[config.mk]
export PLATFORM = sky130hd
export DESIGN_NAME = riscv_rand_instr_gen
export DESIGN_NICKNAME = d
export VERILOG_FILES = /design/src/rtl/riscv_rand_instr_gen.sv
export SDC_FILE = /design/constraint.sdc
export NUM_CORES = 1
export LEC_CHECK = 0
export BUFFER_PORTS_ARGS = -buffer_cell sky130_fd_sc_hd__buf_2
export CAP_MARGIN = 20
export CORE_MARGIN = 2
export CORE_UTILIZATION = 35
export DETAILED_ROUTE_END_ITERATION = 7
export REMOVE_ABC_BUFFERS = 1
export SLEW_MARGIN = 20
export SYNTH_ARGS = -nofsm -noshare
export SYNTH_HDL_FRONTEND = slang
export SYNTH_SLANG_ARGS = --single-unit
[constraint.sdc]
create_clock -name clk -period 6.55 [get_ports clk]
set_input_delay 0.655 -clock clk [delete_from_list [all_inputs] [get_ports clk]]
set_output_delay 0.655 -clock clk [all_outputs]
set_load 0.02 [all_outputs]
[src/rtl/riscv_rand_instr_gen.sv]
// ============================================================================
// Module   : riscv_rand_instr_gen
// Purpose  : Seeded xorshift32 RISC-V ALU-instruction source with valid/ready.
// Revision : 1.0
// ============================================================================
`default_nettype none

module riscv_rand_instr_gen #(
  parameter logic [31:0] SEED       = 32'd716,
  parameter logic [31:0] NUM_INSTR  = 32'd0,
  parameter bit          RD_ZERO_EN = 1'b1,
  parameter logic [31:0] NOP_WORD   = 32'h00000013
) (
  input  logic        clk,
  input  logic        reset,
  input  logic        start,
  input  logic [1:0]  mode,
  input  logic        seed_load,
  input  logic [31:0] seed_value,
  input  logic        out_ready,
  output logic        out_valid,
  output logic [31:0] out_instr,
  output logic [31:0] count,
  output logic        done
);

  typedef enum logic [1:0] {
    S_IDLE = 2'd0,
    S_RUN  = 2'd1,
    S_DONE = 2'd2
  } state_e;

  localparam logic [31:0] C_RESET_LFSR = (SEED == 32'd0) ? 32'd1 : SEED;
  localparam logic [31:0] C_CNT_MAX    = 32'hFFFF_FFFF;

  state_e      state_q, state_d;
  logic [31:0] lfsr_q, lfsr_d;
  logic [31:0] instr_q, instr_d;
  logic [31:0] count_q, count_d;

  logic [31:0] w_seed;
  logic [31:0] w_gen_src;
  logic [31:0] w_r;
  logic [31:0] w_gen_word;
  logic [31:0] w_cnt_inc;
  logic        w_last;

  function automatic logic [31:0] xs32(input logic [31:0] x);
    logic [31:0] t;
    t = x ^ (x << 13);
    t = t ^ (t >> 17);
    t = t ^ (t << 5);
    return t;
  endfunction

  // f carries r[31:7]; cls is r[0], the mixed-mode class bit.
  function automatic logic [31:0] encode(input logic [31:7] f, input logic cls,
                                         input logic [1:0] m);
    logic [11:0] imm;
    logic [4:0]  rd;
    logic [2:0]  f3;
    logic [6:0]  f7;
    logic        is_op;
    f3  = f[14:12];
    rd  = f[11:7];
    imm = f[31:20];
    if (!RD_ZERO_EN && (rd == 5'd0)) begin
      rd = 5'd1;
    end
    is_op = (m == 2'd1) || ((m == 2'd2) && cls);
    f7    = {1'b0, f[30] & ((f3 == 3'd0) || (f3 == 3'd5)), 5'b0};
    // Shift-immediates keep only a legal shamt plus the arithmetic-shift bit.
    if (f3 == 3'd1) begin
      imm = imm & 12'h01F;
    end else if (f3 == 3'd5) begin
      imm = imm & 12'h41F;
    end
    if (m == 2'd3) begin
      return NOP_WORD;
    end else if (is_op) begin
      return {f7, f[24:20], f[19:15], f3, rd, 7'b0110011};
    end else begin
      return {imm, f[19:15], f3, rd, 7'b0010011};
    end
  endfunction

  assign w_seed     = seed_load ? ((seed_value == 32'd0) ? 32'd1 : seed_value) : lfsr_q;
  assign w_gen_src  = (state_q == S_RUN) ? lfsr_q : w_seed;
  assign w_r        = xs32(w_gen_src);
  assign w_gen_word = encode(w_r[31:7], w_r[0], mode);
  assign w_cnt_inc  = (count_q == C_CNT_MAX) ? count_q : (count_q + 32'd1);
  assign w_last     = (NUM_INSTR != 32'd0) && ((count_q + 32'd1) == NUM_INSTR);

  always_comb begin
    state_d = state_q;
    lfsr_d  = lfsr_q;
    instr_d = instr_q;
    count_d = count_q;
    case (state_q)
      S_IDLE, S_DONE: begin
        lfsr_d = w_seed;
        if (start) begin
          state_d = S_RUN;
          lfsr_d  = w_r;
          instr_d = w_gen_word;
          count_d = 32'd0;
        end
      end
      S_RUN: begin
        if (out_ready) begin
          count_d = w_cnt_inc;
          if (w_last) begin
            state_d = S_DONE;
            instr_d = NOP_WORD;
          end else begin
            lfsr_d  = w_r;
            instr_d = w_gen_word;
          end
        end
      end
      default: begin
        state_d = S_IDLE;
        instr_d = NOP_WORD;
      end
    endcase
  end

  always_ff @(posedge clk or posedge reset) begin
    if (reset) begin
      state_q <= S_IDLE;
      lfsr_q  <= C_RESET_LFSR;
      instr_q <= NOP_WORD;
      count_q <= 32'd0;
    end else begin
      state_q <= state_d;
      lfsr_q  <= lfsr_d;
      instr_q <= instr_d;
      count_q <= count_d;
    end
  end

  assign out_valid = (state_q == S_RUN);
  assign done      = (state_q == S_DONE);
  assign out_instr = instr_q;
  assign count     = count_q;

endmodule

`default_nettype wire

==> results of run 1 <==
-- path summary, 6_finish.rpt --
| check | startpoint | to | slack (ns) |
|---|---|---|---|
| worst min register to register | out_instr[26]$_DFFE_PP0P_ | out_instr[26]$_DFFE_PP0P_ | 0.47 |
| worst min-delay path | reset | count[19]$_DFFE_PP0P_ | 0.22 |
| worst max register to register | state_q[0]$_DFFE_PP0P_ | count[25]$_DFFE_PP0P_ | 3.21 |
| max in group asynchronous | reset | lfsr_q[6]$_DFFE_PP1N_ | 5.29 |
| worst max-delay path | seed_load | out_instr[27]$_DFFE_PP0P_ | 2.77 |
| min in group clk | out_instr[26]$_DFFE_PP0P_ | out_instr[26]$_DFFE_PP0P_ | 0.47 |
-- registers in the layout, indices dropped and copies added, names as in the netlist --
name       count
out_instr     26
count         32
state_q        1
lfsr_q        32
-- metal layers --
layer	up-vias	wire length, um
met5	-	0
met1	2556	8200
met4	0	165
li1	2573	-
met3	15	1075
met2	173	8008
-- metrics by stage --
step | setup WS (ns) | instance area [sq um] | hold WS [ns]
after floorplan | 2.539 | 5928 | 0.5150
after global placement | 2.492 | 6749 | 0.4593
after detailed placement | 2.417 | 6749 | 0.4615
after CTS | 2.790 | 7051 | 0.2201
after global routing | 2.437 | 7071 | 0.2276
final | 2.774 | 7071 | 0.2226
-- worst max-delay path, stage by stage --
cell	delay, ns
buf_2	0.65
nand2b_2	0.78
mux2i_1	0.32
xnor2_1	0.56
xnor2_1	0.24
nor3_1	0.56
o41ai_1	0.17
-- power breakdown --
part | internal, mW | total, mW | switching [mW]
registers | 0.785 | 0.979 | 0.194
clock network | 0.301 | 0.544 | 0.243
logic | 0.952 | 2.24 | 1.29
total | 2.04 | 3.77 | 1.73
-- placed cells by master, fill, tap and decap left out, types with 4 or more instances in the layout --
cell type and instances:
nor2b_1 7, a22o_1 11, o31ai_1 7, or3_1 15
a21oi_1 53, inv_1 6, dfstp_2 5, nor3_1 7
a211oi_1 13, o22ai_1 8, xor2_1 44, or4_1 9
xnor2_1 55, o21ai_0 41, mux2_2 7, o211ai_1 6
a21o_1 8, nand3_1 13, nand2_1 58, buf_4 6
nor4_1 9, o41ai_1 6, mux2i_1 54, dfrtp_1 85
and3_1 4, clkbuf_16 9, buf_2 97, nand4_1 9
nand2b_1 8, and4_1 5, conb_1 7, nor2_1 46
-- kinds of logic (layout without fill, tap and decap cells) --
family          Yosys count  count (layout)
xor+xnor                100             100
mux                      61              61
fa+ha+maj                 1               1
other cells               2               7
simple gates            201             201
flops                    91              91
buf+inv                  54             127
compound gates          168             168
-- final cells by class --
class	instances	area [sq um]	area share, %
multi-input combinational	538	3623	51.25
clock buffer	10	229.0	3.238
clock inverter	6	72.57	1.026
sequential	91	2285	32.31
timing repair buffer	104	550.5	7.786
inverter	7	28.78	0.4070
tap	225	281.5	3.982
==> impl_results.md, run 1 <==
- Layout cells sized above 1: a little under a fifth
- Global-route total usage across every layer: slightly below 20%
- Antenna Cells: 0
- Synth cell types: 54
- RD Place Congestion: 0.8664
- Grt met1 use: between 20 and 30%
- Core area: about 0.017 sq mm
- Number of DRC violations after detailed-routing iteration 0: approximately 340
- Drt pass-1 iters: 5
- Vias in the first global route: 4,941
- Status: finished, final reports clean
- EDFF count, synth: 0
- Top-count cell post-synth: dfrtp_1
- Largest net degree at the start of global routing: 75
- Final #Nets: around 790
- Placed Cells: between 900 and 1,000
- Cts bufs inserted: 9
- Critical path class: in2reg
- Global-route wire length before repair: 27,820 um
- Top cell type's share of synthesized area: between 30% and 40%
- Type of destination of the critical path: register
- Compound-Gate Fraction of Synth Area: between 10% and 20%
- Max IR drop VDD: about 0.26 mV
- Fmax: approximately 260 MHz
- Vias: approximately 5,300
- Post-synth top area cell: dfrtp_1
- Fill count: about 1,800
- Worst Hold Class: in2async
- Clock sinks: between 90 and 100
- Max-slew violations: 0
- H-tree levels: 3
- Max cap viols: 0
- Mux share of post-synthesis cell area: about a tenth
- Fin. Hold Viols: 0
- Relative slew slack: a little under a third
- Post-route DRC violation count: 0
- Die Wd: approximately 140 um
- Commonest cells post-synth: dfrtp_1, nand2_1, xnor2_1
- CTS tree: done
- Setup Total Neg Slack: 0 ns
- GRT busiest layer: met2
- Mean number of vias per cell: roughly 5.4
- Clk_skew: a little over 0.005 ns
- CTS Hold Bufs: 0
- Reg2Reg Depth: 7
- Ports: around 110
- Synthesized area per cell: 9.035 sq um
- Die height: between 100 and 150 um
- Simple-gate share of the synthesized area: between 15 and 20%
- Worst-path clk slew: roughly 0.070 ns
- Area grow syn2layout: 15.42%
- WL/cell: roughly 18 um
- CP required: between 6 and 7 ns
- Finish-stage setup viols: 0
- Final total power: between 3 and 4 mW
- Row Count: 48
- P_leak: around 3.2 nW
- Largest family of logic cells by synthesized area: compound AO/OA/AOI/OAI gates
- Remaining global-route overflow: 0
- Met3 Track Usage GR: 3.840%
- Worst skew pair latency: ~0.36 ns
- Worst Tran Pin Value: ~1.0 ns
- Utilization after layout: 41.16%
- CP Max Fanout: about 40
- Xor-xnor portion of the synthesized cell area: between 10 and 15%
- Syn Std Cell Area: around 0.0061 sq mm
- Syn. warnings: 0
- Post-CTS Setup Bufs: 0
- Synthesized-area fraction occupied by adder cells: less than 1%
- Synth Instances: approximately 680
- WL final: 17,450 um
- Top cells by area, synth: dfrtp_1, mux2i_1, xnor2_1
- Ys flop type: dfrtp_1
- Yosys reg bits: 91
- Final ANT Viol Nets: 0
- Post-route insts no fill: 981
- Final period utilization: roughly 58%
- Worst setup SP type: input pin
- RSZ-0062 raised after global routing: no
- Clock buffer depth: 2
- Seq/Total Area, Yosys: a little under two fifths
- Critical path arrival: 3.99 ns
- Share of synthesized registers carrying an async set or reset: 100.0%
- Met2 Use GR: between 30 and 40%
- Total die area: 0.01858 sq mm
- Total power divided by cell area: 532.5 mW/mm^2
- Initial antenna violation count: 0
- Min cycle time layout: 3.776 ns
- Initial core utilization: approximately 36%
- # port buffers: 97
- Post-CTS Resized: 0
- Root buf cell: clkbuf_16
- DPL Wire Length: between 10,000 and 15,000 um
Power figures use the tool's default switching activity.
==> run 2: changes to the inputs <==
- clock period: 6.55 -> 3.7 ns (I/O delays scaled with it)
==> run 2 against run 1 <==
Net effect:
- register-to-register slack worse by 2.3 ns
- global-route usage is 0.52 points higher
- sequential cell count did not move
- first-iteration DRC count increased by 1.2%
- critical endpoint is now out_instr[26]$_DFFE_PP0P_
- largest power group unchanged
- highest routed layer unchanged
==> impl_results.md, run 2 (synthesized netlist as in run 1, its figures left out) <==
- Critical path arrival: between 3 and 4 ns
- Initial core utilization: 35.66%
- Antenna Cells: 0
- Status: finished, final reports clean
- Reg2Reg Depth: 7
- CP Max Fanout: 18
- Global-route wire length before repair: ~29,000 um
- Critical Path Source: state_q[0]$_DFFE_PP0P_
- Most frequent cells in the layout: buf_2, dfrtp_1, nand2_1
- Worst setup SP type: register
- CTS Hold Bufs: 0
- Min cycle time layout: 2.793 ns
- Largest net degree at the start of global routing: between 40 and 50
- Final ANT Viol Nets: 0
- Layout cells sized above 1: 19.50%
- Max IR drop VDD: 0.5070 mV
- R2r endpoint: out_instr[26]$_DFFE_PP0P_
- Remaining global-route overflow: 0
- Fin. Hold Viols: 0
- Max-slew violations: 0
- Post-CTS Resized: 0
- Final #Nets: 800
- CTS tree: done
- Vias in the first global route: 5,286
- Post-route DRC violation count: 0
- Ports: about 110
- Fmax: roughly 360 MHz
- Cts bufs inserted: 9
- Core area: 0.01718 sq mm
- Worst Hold Class: in2async
- RSZ-0062 raised after global routing: no
- Finish-stage setup viols: 0
- Final period utilization: approximately 75%
- WL/cell: between 15 and 20 um
- Total die area: 0.01858 sq mm
- P_leak: between 3 and 4 nW
- Setup crit end: out_instr[26]$_DFFE_PP0P_
- H-tree levels: 3
- Worst reg-to-reg setup slack: 0.91 ns
- Drt pass-1 iters: 5
- Placed Area: around 0.0068 sq mm
- Worst Tran Pin Value: between 0.6 and 0.7 ns
- DPL Wire Length: approximately 13,000 um
- Clock sinks: between 90 and 100
- Final total power: around 6.8 mW
- Global-route total usage across every layer: 19.99%
- Reg-to-Reg Start: state_q[0]$_DFFE_PP0P_
- Fill count: about 1,800
- CP required: 3.91 ns
- Worst skew pair latency: approximately 0.35 ns
- Worst-path clk slew: roughly 0.07 ns
- Critical path class: reg2reg
- Post-route cell area: 0.007148 sq mm
- WL final: between 15,000 and 20,000 um
- Relative slew slack: between 50% and 60%
- Type of destination of the critical path: register
- Clk_skew: 0.008059 ns
- RD Place Congestion: slightly below 0.9
- Clock buffer depth: 2
- Die Wd: 136.3 um
- Commonest non-fill, non-tap cell in the layout: buf_2
- Mean number of vias per cell: 5.406
- Die height: around 140 um
- Max cap viols: 0
- Post-CTS Setup Bufs: 0
- Area grow syn2layout: 16.69%
- Row Count: 48
- Root buf cell: clkbuf_16
- Initial antenna violation count: 0
- Number of DRC violations after detailed-routing iteration 0: approximately 350
- Total power divided by cell area: between 900 and 1000 mW/mm^2
- # port buffers: 97
- Vias: approximately 5,300
## run 2: area by class of cell
cell class | instances | area [sq um] | share of cell area, %
inverters | 7 | 28.78 | 0.4026
clock buffers | 10 | 239.0 | 3.343
clock inverters | 5 | 85.08 | 1.190
multi-input cells | 538 | 3623 | 50.69
repair buffers | 113 | 605.6 | 8.472
flip-flops and latches | 91 | 2285 | 31.96
well taps | 225 | 281.5 | 3.938
## run 2: layer usage
metal / global-route usage, % / part of all wire [%] / vias up
met3: 3.729 / 5.1 / 21
met1: 27.39 / 47 / 2588
li1: - / - / 2583
met2: 32.08 / 46 / 155
met5: 0 / 0 / -
met4: 5.903 / 1.4 / 0
## run 2: metrics by stage
stage / TNS, ns / std cells / utilization [%] / hold WS (ns) / setup slack (ns)
3_3_place_gp: 0 / 974 / 39.73 / 0.4584 / 0.8034
2_1_floorplan: -2.126 / 636 / - / 0.5150 / -0.3108
4_1_cts: 0 / 989 / 41.62 / 0.1254 / 0.9371
5_1_grt: 0 / 989 / 41.62 / 0.1552 / 0.6598
6_report: 0 / 989 / 41.62 / 0.09713 / 0.9068
3_5_place_dp: 0 / 974 / 39.73 / 0.4624 / 0.8065
## run 2: how the worst min path moves through the flow
| stage | from | end | slack, ns | cells past startpoint |
|---|---|---|---|---|
| after detailed placement | out_instr[26]$_DFFE_PP0P_ | out_instr[26]$_DFFE_PP0P_ | 0.46 | 2 |
| final | reset | count[22]$_DFFE_PP0P_ | 0.1 | 2 |
| after CTS | reset | count[19]$_DFFE_PP0P_ | 0.13 | 2 |
| after floorplan | lfsr_q[22]$_DFFE_PP0N_ | lfsr_q[22]$_DFFE_PP0N_ | 0.51 | 2 |
| after global placement | out_instr[26]$_DFFE_PP0P_ | out_instr[26]$_DFFE_PP0P_ | 0.46 | 2 |
| after global routing | reset | count[19]$_DFFE_PP0P_ | 0.16 | 2 |
## run 2: power breakdown
group	internal, mW	switching [mW]	total [mW]
sequential	1.39	0.347	1.74
clock	0.611	0.413	1.02
combinational	1.70	2.29	4.00
## run 2: worst max-delay path, cell delays in order (launching register included)
cell      delay, ns
dfrtp_2        0.37
nand2b_2       0.40
buf_4          0.33
mux2i_1        0.34
xor2_1         0.36
a31oi_1        0.13
nor3_1         0.55
o41ai_1        0.16
==> run 3: changes to the inputs <==
- clock period: 3.7 -> 2.7 ns (I/O delays scaled with it)
==> run 3 against run 2 <==
Net effect:
- sequential cell count unchanged
- setup slack got worse by 0.76 ns
- fmax rose by 9.4%
- largest cell class unchanged
- cell count increased by 1.3%
- non-clock buffer count up 12
- critical endpoint is now out_instr[27]$_DFFE_PP0P_
- combinational power grew 43%
==> impl_results.md, run 3 (synthesized netlist as in run 1, its figures left out) <==
- Finish-stage setup viols: 0
- Type of destination of the critical path: register
- Worst setup SP type: register
- Post-CTS Setup Bufs: 0
- Clock sinks: roughly 90
- Utilization after layout: a little over two fifths
- Final period utilization: between 90% and 100%
- Post-route DRC violation count: 0
- Layout cells sized above 1: between 20% and 30%
- Ports: around 110
- Clock share of power: ~14%
- Worst skew pair latency: 0.36 ns
- Total power divided by cell area: between 1000 and 1500 mW/mm^2
- Combinational power share: 60.8%
- Remaining global-route overflow: 0
- Min cycle time layout: around 2.6 ns
- Status: finished, final reports clean
- # port buffers: 97
- Critical path class: reg2reg
- Max-slew violations: 0
- WL/cell: approximately 18 um
- CTS Hold Bufs: 0
- Post-CTS Resized: 0
- Root buf cell: clkbuf_16
- Worst setup margin: about 0.15 ns
- Clock buffer depth: 2
- Cell breakdown of the critical path: nand2b_2 > buf_12 > mux2i_1 > xor2_1 > a31oi_1 > nor3_1 > o41ai_1
- Power share of the sequential group: 25.2%
- Global-route wire length before repair: about 28,000 um
- Mean number of vias per cell: around 5.4
- Sw Share: between 40% and 50%
- Relative slew slack: 52.46%
- Slowest stage delay, CP: 0.58 ns
- P_sw: ~4.2 mW
- Global-route total usage across every layer: 19.64%
- RD Place Congestion: a little under 0.9
- Final #Nets: 812
- Fmax: slightly below 400 MHz
- Area grow syn2layout: 18.20%
- DPL Wire Length: 13,100 um
- Cts bufs inserted: 9
- Max IR drop VDD: ~0.7 mV
- CP Max Fanout: 28
- CP max stage cell: nor3_1
- Pre-CTS WS: 0.1823 ns
- Critical path arrival: between 2 and 3 ns
- Worst Tran Pin Value: ~0.7 ns
- Number of DRC violations after detailed-routing iteration 0: roughly 320
- Initial antenna violation count: 0
- Vias: between 5,000 and 6,000
- Most frequent cells in the layout: buf_2, dfrtp_1, nand2_1
- Row Count: 48
- Largest net degree at the start of global routing: 47
- CTS tree: done
- Initial core utilization: a little over a third
- Core area: around 0.017 sq mm
- CP required: roughly 3 ns
- Commonest non-fill, non-tap cell in the layout: buf_2
- H-tree levels: 3
- Final ANT Viol Nets: 0
- Antenna Cells: 0
- Cell-internal power: roughly 5.2 mW
- Vias in the first global route: between 5,000 and 6,000
- Max cap viols: 0
- Worst-path clk slew: roughly 0.070 ns
- Die height: 136.3 um
- RSZ-0062 raised after global routing: no
- WL final: 17,720 um
- Clk_skew: around 0.008 ns
- Total die area: 0.01858 sq mm
- Worst Hold Class: in2async
- Die Wd: about 140 um
- P_leak: 3.306 nW
- Drt pass-1 iters: 5
- Fin. Hold Viols: 0
- Fill count: 1,776
-- run 3: changes by cell type in the layout (fill, tap and decap cells not counted) --
cell / before / now
buf_4: 16 / 26
buf_12: 0 / 2
inv_6: 1 / 3
bufinv_16: 2 / 1
clkbuf_1: 0 / 1
clkbuf_8: 1 / 0
-- run 3: worst paths after layout --
path / cells after the start / end / start / slack, ns
max: 7 / out_instr[27]$_DFFE_PP0P_ / state_q[0]$_DFFE_PP0P_ / 0.15
min: 2 / count[22]$_DFFE_PP0P_ / reset / 0.004
max reg2reg: 7 / out_instr[27]$_DFFE_PP0P_ / state_q[0]$_DFFE_PP0P_ / 0.15
min reg2reg: 2 / out_instr[23]$_DFFE_PP0P_ / out_instr[23]$_DFFE_PP0P_ / 0.48
max in group asynchronous: 3 / lfsr_q[2]$_DFFE_PP1N_ / reset / 2.00
min in group clk: 3 / out_instr[5]$_DFFE_PP0P_ / mode[0] / 0.25
-- run 3: power groups by stage --
stage / sequential, mW / combinational [mW] / clock, mW
6_report: 2.37 / 5.71 / 1.31
5_1_grt: 2.45 / 6.29 / 1.41
4_1_cts: 2.37 / 5.74 / 1.35
3_5_place_dp: 2.40 / 5.70 / 0
3_3_place_gp: 2.39 / 5.66 / 0
2_1_floorplan: 2.53 / 3.91 / 0
-- run 3: critical path, delay by kind of cell, from the launching register on --
| kind | cells | cell delay [ns] |
|---|---|---|
| AOI/OAI and AO/OA | 2 | 0.30 |
| xor gates and xnor gates | 1 | 0.35 |
| buffers and inverters | 1 | 0.21 |
| DFF | 1 | 0.43 |
| muxes | 1 | 0.32 |
| and+or+nand+nor | 2 | 0.79 |
-- run 3: cell type report --
cell class / instances / area, sq um / share of cell area, %
repair buffers: 125 / 720.7 / 9.953
clock inverters: 6 / 72.57 / 1.002
clock buffers: 10 / 229.0 / 3.162
multi-input cells: 538 / 3623 / 50.04
inverters: 7 / 28.78 / 0.3974
flip-flops and latches: 91 / 2285 / 31.55
well taps: 225 / 281.5 / 3.888
-- run 3: through the flow --
| stage | hold slack, ns | area, sq um | power [mW] | std cells | TNS (ns) |
|---|---|---|---|---|---|
| detailed placement | 0.4030 | 6939 | 8.096 | 986 | 0 |
| global placement | 0.3989 | 6939 | 8.052 | 986 | 0 |
| CTS | 0.02488 | 7241 | 9.466 | 1002 | 0 |
| finish | 0.004320 | 7241 | 9.385 | 1002 | 0 |
| global route | 0.04647 | 7241 | 10.15 | 1002 | 0 |
| floorplan | 0.4246 | 5928 | 6.442 | 636 | -65.95 |
-- run 3: per-layer routing --
layer  global-route usage (%)  wire length [um]  up-vias
met5                        0                 0        -
met3                    4.027               936       14
li1                         -                 -     2609
met4                    3.472               167        0
met1                    27.70              8423     2597
met2                    31.43              8196      149
